File: src/rtl/cpu_pkg.sv
// Shared definitions for the SAP-style CPU: datapath width and the IR opcodes
// that select the ALU function.
package cpu_pkg;
    localparam int W = 4;

    localparam logic [3:0] OP_ADD  = 4'b0001;
    localparam logic [3:0] OP_SUB  = 4'b0010;
    localparam logic [3:0] OP_AND  = 4'b0101;
    localparam logic [3:0] OP_OR   = 4'b0110;
    localparam logic [3:0] OP_JZ   = 4'b0111;
    localparam logic [3:0] OP_XOR  = 4'b1000;
    localparam logic [3:0] OP_RCL  = 4'b1001;
    localparam logic [3:0] OP_ADDT = 4'b1100;
    localparam logic [3:0] OP_SUBT = 4'b1101;
endpackage

File: src/rtl/alu_core.sv
// Combinational ALU: result, carry/borrow and zero from opcode and operands.
// Opcodes outside the ALU set pass A through with no carry.
module alu_core
    import cpu_pkg::*;
(
    input  logic [3:0]   opcode,
    input  logic [W-1:0] a,
    input  logic [W-1:0] b,
    input  logic [W-1:0] tmp,
    output logic [W-1:0] res,
    output logic         c,
    output logic         zero
);
    logic [W:0] wide;

    // One extra bit on add/sub captures carry-out, or the borrow when A < operand.
    always_comb begin
        wide = '0;
        res  = a;
        c    = 1'b0;
        case (opcode)
            OP_ADD: begin
                wide = {1'b0, a} + {1'b0, b};
                res  = wide[W-1:0];
                c    = wide[W];
            end
            OP_SUB: begin
                wide = {1'b0, a} - {1'b0, b};
                res  = wide[W-1:0];
                c    = wide[W];
            end
            OP_AND: res = a & b;
            OP_OR:  res = a | b;
            OP_XOR: res = a ^ b;
            OP_ADDT: begin
                wide = {1'b0, a} + {1'b0, tmp};
                res  = wide[W-1:0];
                c    = wide[W];
            end
            OP_SUBT: begin
                wide = {1'b0, a} - {1'b0, tmp};
                res  = wide[W-1:0];
                c    = wide[W];
            end
            default: begin
                res = a;
                c   = 1'b0;
            end
        endcase
    end

    assign zero = (res == '0);
endmodule

File: src/rtl/alu_ab_datapath.sv
// Accumulator A, B register and ALU for the SAP-style CPU; registers Z/carry
// on execute and drives AND-gated operand buses.
module alu_ab_datapath
    import cpu_pkg::*;
(
    input  logic         clk,
    input  logic         reset,
    input  logic [3:0]   opcode,
    input  logic [W-1:0] ram_to_a,
    input  logic [W-1:0] tmp_to_b,
    input  logic [W-1:0] tmp_to_alu,
    input  logic [W-1:0] ram_to_b,
    input  logic         carry_in,
    input  logic         la_ram,
    input  logic         la_b,
    input  logic         la_alu,
    input  logic         ea_carry,
    input  logic         ea_tmp,
    input  logic         ea_ram,
    input  logic         ea_out,
    input  logic         lb_tmp,
    input  logic         lb_alu,
    input  logic         lb_pop,
    input  logic         lcarry,
    input  logic         ercl,
    input  logic         eb_a,
    input  logic         eb_push,
    input  logic         eu,
    output logic [W-1:0] a_to_tmp,
    output logic [W-1:0] a_to_ram,
    output logic [W-1:0] a_to_out,
    output logic [W-1:0] b_to_ram,
    output logic         z_flag,
    output logic         carry_alu,
    output logic         carry_from_a,
    output logic         carry_from_b
);
    logic [W-1:0] a_reg;
    logic [W-1:0] b_reg;
    logic [W-1:0] b_to_a;
    logic [W-1:0] alu_res;
    logic         alu_c;
    logic         alu_zero;

    alu_core u_alu (
        .opcode (opcode),
        .a      (a_reg),
        .b      (b_reg),
        .tmp    (tmp_to_alu),
        .res    (alu_res),
        .c      (alu_c),
        .zero   (alu_zero)
    );

    // eb_a gates the B->A bus, so la_b without it loads zero.
    assign b_to_a   = eb_a    ? b_reg : '0;
    assign a_to_tmp = ea_tmp  ? a_reg : '0;
    assign a_to_ram = ea_ram  ? a_reg : '0;
    assign a_to_out = ea_out  ? a_reg : '0;
    assign b_to_ram = eb_push ? b_reg : '0;

    // Both registers sample old values on the same edge, giving swap semantics.
    always_ff @(posedge clk) begin
        if (!reset) begin
            a_reg        <= '0;
            b_reg        <= '0;
            z_flag       <= 1'b0;
            carry_alu    <= 1'b0;
            carry_from_a <= 1'b0;
            carry_from_b <= 1'b0;
        end else begin
            if (eu) begin
                z_flag    <= alu_zero;
                carry_alu <= alu_c;
            end

            if (la_ram) begin
                a_reg <= ram_to_a;
            end else if (la_b) begin
                a_reg <= b_to_a;
            end else if (la_alu) begin
                a_reg <= alu_res;
            end else if (ea_carry) begin
                a_reg        <= {a_reg[W-2:0], carry_in};
                carry_from_a <= a_reg[W-1];
            end

            if (lb_pop) begin
                b_reg <= ram_to_b;
            end else if (lb_tmp) begin
                b_reg <= tmp_to_b;
            end else if (lb_alu) begin
                b_reg <= alu_res;
            end else if (ercl) begin
                b_reg        <= {b_reg[W-2:0], carry_in};
                carry_from_b <= b_reg[W-1];
            end else if (lcarry) begin
                b_reg <= {{(W-1){1'b0}}, carry_in};
            end
        end
    end
endmodule

File: config.mk
export PLATFORM = sky130hd
export DESIGN_NAME = alu_ab_datapath
export DESIGN_NICKNAME = d
export VERILOG_FILES = /design/src/rtl/cpu_pkg.sv /design/src/rtl/alu_core.sv /design/src/rtl/alu_ab_datapath.sv
export SDC_FILE = /design/constraint.sdc
export NUM_CORES = 1
export LEC_CHECK = 0
export CAP_MARGIN = 10
export CORE_ASPECT_RATIO = 1.25
export CORE_MARGIN = 2
export CORE_UTILIZATION = 45
export CTS_CLUSTER_DIAMETER = 120
export DETAILED_ROUTE_END_ITERATION = 10
export HOLD_SLACK_MARGIN = 0.02
export PLACE_DENSITY = 0.88
export SKIP_LAST_GASP = 1
export SLEW_MARGIN = 40
export SYNTH_ARGS = -nofsm -noshare
export SYNTH_HDL_FRONTEND = slang
export SYNTH_SLANG_ARGS = --single-unit
File: constraint.sdc
create_clock -name clk -period 3.45 [get_ports clk]
set_input_delay 0.345 -clock clk [delete_from_list [all_inputs] [get_ports clk]]
set_output_delay 0.345 -clock clk [all_outputs]
set_load 0.02 [all_outputs]
* Word-level counts from Yosys, hierarchy flattened
Index checks and enable logic that the tools add are counted.
** Operators by class
- $add $sub $neg :: 4
- Eq/ne operators :: 7
- Multiplexer cells :: 16
- Bitwise logic cells :: 9
- Reductions and logical operators :: 5
** Operator list (count)
- $mux W4 :: 14
- $pmux W4 S7 :: 1
- $eq A4 B4 Y1 const B :: 3
- $add A4 B4 Y5 :: 2
- $sub A4 B4 Y5 :: 2
- $eq A4 B3 Y1 const B :: 2
- $reduce_and A4 Y1 :: 2
- $not A1 Y1 :: 6
- $reduce_bool A5 Y1 :: 1
- $and A4 B4 Y4 :: 1
- $eq A4 B1 Y1 const B :: 1
- $eq A4 B2 Y1 const B :: 1
- $logic_not A4 Y1 :: 1
- $or A4 B4 Y4 :: 1
- $pmux W1 S4 :: 1
- $reduce_bool A4 Y1 :: 1
- $xor A4 B4 Y4 :: 1
** Word-level totals
- Bits in registers :: 12
- Input bits :: 38
- Output and inout port bits :: 20
- Word-level logic and storage cells :: 47

* Logic depth before layout (Yosys ltp)
- Depth in word-level cells :: 5
- Gate-level depth with buffers :: 10
- Mapped depth without buffers :: 10

* Hierarchy
From an unflattened synthesis, not the netlist that was laid out.
** Unflattened totals
- Cells, all modules :: 240
- Area total of the unflattened synthesis :: 1849.3 um^2
** Modules (own cells, without submodules)
- alu_core :: times used 1, cells each 135, area each 985.9 um^2, seq. area each 0.0 um^2
- alu_ab_datapath :: times used 1, cells each 105, area each 863.3 um^2, seq. area each 240.2 um^2

* Worst setup path after synthesis
OpenSTA, ideal clock, no wires.
- Path type :: reg2reg
- Start point :: register a_reg[1]
- End point :: register z_flag
- Setup time :: 0.074 ns
- Arrival :: 2.450 ns
- Required time :: 3.376 ns
- Slack :: 0.925 ns
- Cell stages (with the launch flop) :: 9
- Buffers on the path :: 0
- Period minus slack after synthesis :: 2.525 ns
- Cell sequence :: dfxtp_1 inv_1 fa_1 mux2i_1 a32oi_1 o21ai_1 a211o_1 or4_1 o22ai_2
** On the way
- Word-level cells in the longest chain between the ends :: 3
- Elaborated cells on any way between the ends :: 9
- Those cells by class :: add/sub (4); mux (1); bitwise (3); reduce/logical (1)
** Ends and longest elaborated chain
- from (decl) :: RTL line alu_ab_datapath.sv:38 : logic [W-1:0] a_reg;
- from (signal assigned) :: RTL line alu_ab_datapath.sv:78 : a_reg <= ram_to_a;
- from (signal assigned) :: RTL line alu_ab_datapath.sv:80 : a_reg <= b_to_a;
- from (signal assigned) :: RTL line alu_ab_datapath.sv:82 : a_reg <= alu_res;
- $sub A4 B4 Y5, or another cell as far along :: RTL line alu_core.sv:41 : wide = {1'b0, a} - {1'b0, tmp};
- $pmux W4 S7 * :: RTL line alu_core.sv:21 : case (opcode)
- $logic_not A4 Y1 * :: RTL line alu_core.sv:52 : assign zero = (res == '0);
- to (signal assigned) :: RTL line alu_ab_datapath.sv:73 : z_flag <= alu_zero;
- to (decl) :: RTL line alu_ab_datapath.sv:33 : output logic z_flag,
Mark *: on every way between the ends. The rest lies on a longest branch, timed or not.
A chain may end at the register's enable or synchronous reset.

* Worst setup path in the final report
- Start point :: register a_reg[0]
- End point :: register z_flag
The elaborated chain is that of the path after synthesis.

==> metrics.txt <==
Bufs and invs on worst path 1; met1 WL 2120 um; Placed Area 2320 um^2; Final setup viols 0; clock skew 0.00359 ns; Clock Latency Late Sink 0.24 ns; Cells after Synth 232; CTS Buffer Depth 2; pin count of the biggest net entering global routing 20; post-synthesis cell type count 55; Setup crit end kind register; Hold Crit Start carry_from_b; vias in the first global route 1,800; VDD IR-drop max 0.160 mV; gr usage total 23.9%; I/O pin cnt 58; Worst Tran Pin Value 0.728 ns; met2 WL 2780 um; Slew Limit Fails 0; routability cong. 0.937; GRT overflow 0; worst stage delay on the critical path 0.55 ns; Design Power 0.600 mW; ys async rst share 0%; vias per cell 6.00; Synthesized Nets 294; Worst setup SP type register; layout cells sized above 1 4.20%; first-pass GRT wire length 8170 um; final wirelength 5330 um; Ant. Diodes 0; most common cell after layout, fill and taps aside clkdlybuf4s50_1; Power Density 253 nW/um^2; post-route cell area 2370 um^2; final hold vios 0; Num CTS Buffers 3; fmax 368 MHz; Initial Utilization 46.5%; Die Y 73.6 um; Post-synth EDFFs 0; Clk pin slew, worst setup/hold paths 0.06 ns; P&R area growth vs syn 36.1%; worst endpoint data arrival time 2.89 ns; setup ws final 0.730 ns; syn avg cell area 7.52 um^2; Critical Path RT 3.62 ns; Top delay family on crit path compound AO/OA/AOI/OAI gates; dominant synthesized flop cell dfxtp_1; Final Non-Filler Cells 326; # hold bufs at CTS 0; minimum clock period 2.72 ns; RSZ-0062 raised after global routing no; outcome complete, no violations; area of the core 3750 um^2; Placed Cells 322; H-tree levels 1; highest-delay cell along the critical path or4_1; clock root buffer clkbuf_8; clock sinks 12; max layer used met4; DRC 0; critical path, cell by cell inv_1, ha_1, fa_1, mux2i_1, a32oi_1, o21ai_1, a211o_1, or4_1, o22ai_2; CP Class register to register; Post CTS Setup Buffer Count 0; Hold WC Path Type register to register; Critical path origin a_reg[0]; DP Wirelength 4120 um; Slew headroom 51.4%; worst slack, placed 0.548 ns; Yosys warnings 0; final layout net count 349; drt wl/cell 16.4 um; R2R Path Start a_reg[0]; Seq/Total Area, Yosys 13.8%; Min Hold Slack 0.453 ns; commonest non-fill, non-tap cells in the layout clkdlybuf4s50_1 (57), a21oi_1 (22), inv_1 (21); CTS tree yes; Die W 59.7 um; PortBufs 57; final core occ 63.3%; Mapped Area 1750 um^2; post-route ant nets 0; number of gates resized after cts 0; initial DRC count 134; final cycle utilization of the critical path 78.8%; Max Fanout on Critical Path 4; Site Rows 25; Vias 1,956; metal3 WL 358 um; drt pass-1 iters 5; setup TNS 0 ns; initial antenna violation count 0; MaxCap Viol Count 0; P_leak 0.982 nW; Seq cells post-synth 12; die area 4400 um^2
==> per-layer routing <==
metal  up-vias  track usage (%)
li1        948                -
met1       907             29.0
met2        91             44.4
met3        10             1.06
met4         0             6.91
met5         -                0
==> final timing paths <==
| kind | slack (ns) | to | cells after the start |
|---|---|---|---|
| worst max-delay path | 0.73 | z_flag | 9 |
| worst min-delay path | 0.45 | carry_from_b | 2 |
| worst max register to register | 0.73 | z_flag | 9 |
| worst min register to register | 0.45 | carry_from_b | 2 |
==> cells by family (layout without fill, tap and decap cells) <==
kind of cell	count (synthesis)	in the layout	share of synthesized area, %
DFF	12	12	13.8
and+or+nand+nor	85	85	27.9
adders and majority gates	24	24	18.9
xor gates and xnor gates	4	4	2.01
AOI/OAI and AO/OA	73	73	27.0
muxes	4	4	2.37
buffers and inverters	30	84	8.03
==> worst register-to-register path, cell delays in order (launching register included) <==
cell and delay (ns):
dfxtp_1 0.32, inv_1 0.14, ha_1 0.27, fa_1 0.49, mux2i_1 0.07, a32oi_1 0.25
o21ai_1 0.11, a211o_1 0.33, or4_1 0.55, o22ai_2 0.12
==> final cells by class <==
cell class              instances  area, um^2
multi-input cells             190        1370
inverters                      21        78.8
repair buffers                 59         586
well taps                      40        50.0
fillers                       325        1380
flip-flops and latches         12         240
clock buffers                   4        55.1
==> cells in the mapped netlist (all sizes together) (3+ instances only) <==
library cell / instances / area share, %
nor2: 14 / 3.0
a22oi: 5 / 2.2
mux2i: 3 / 1.7
nand3: 6 / 1.7
a31oi: 7 / 2.5
o21ai: 16 / 4.6
clkbuf: 3 / 0.65
nor2b: 5 / 1.8
nand2: 16 / 3.4
nor4b: 5 / 2.5
a32oi: 4 / 2.0
inv: 21 / 4.5
fa: 4 / 4.6
dfxtp: 12 / 14
nor3: 6 / 2.0
ha: 20 / 14
a21oi: 23 / 6.8
and2: 17 / 6.1
nand2b: 3 / 1.1
buf: 6 / 2.9
==> power by group <==
part	internal, mW	switching (mW)
Combinational	0.134	0.146
Clock	0.101	0.0543
Sequential	0.148	0.0159
Power figures use the tool's default switching activity.
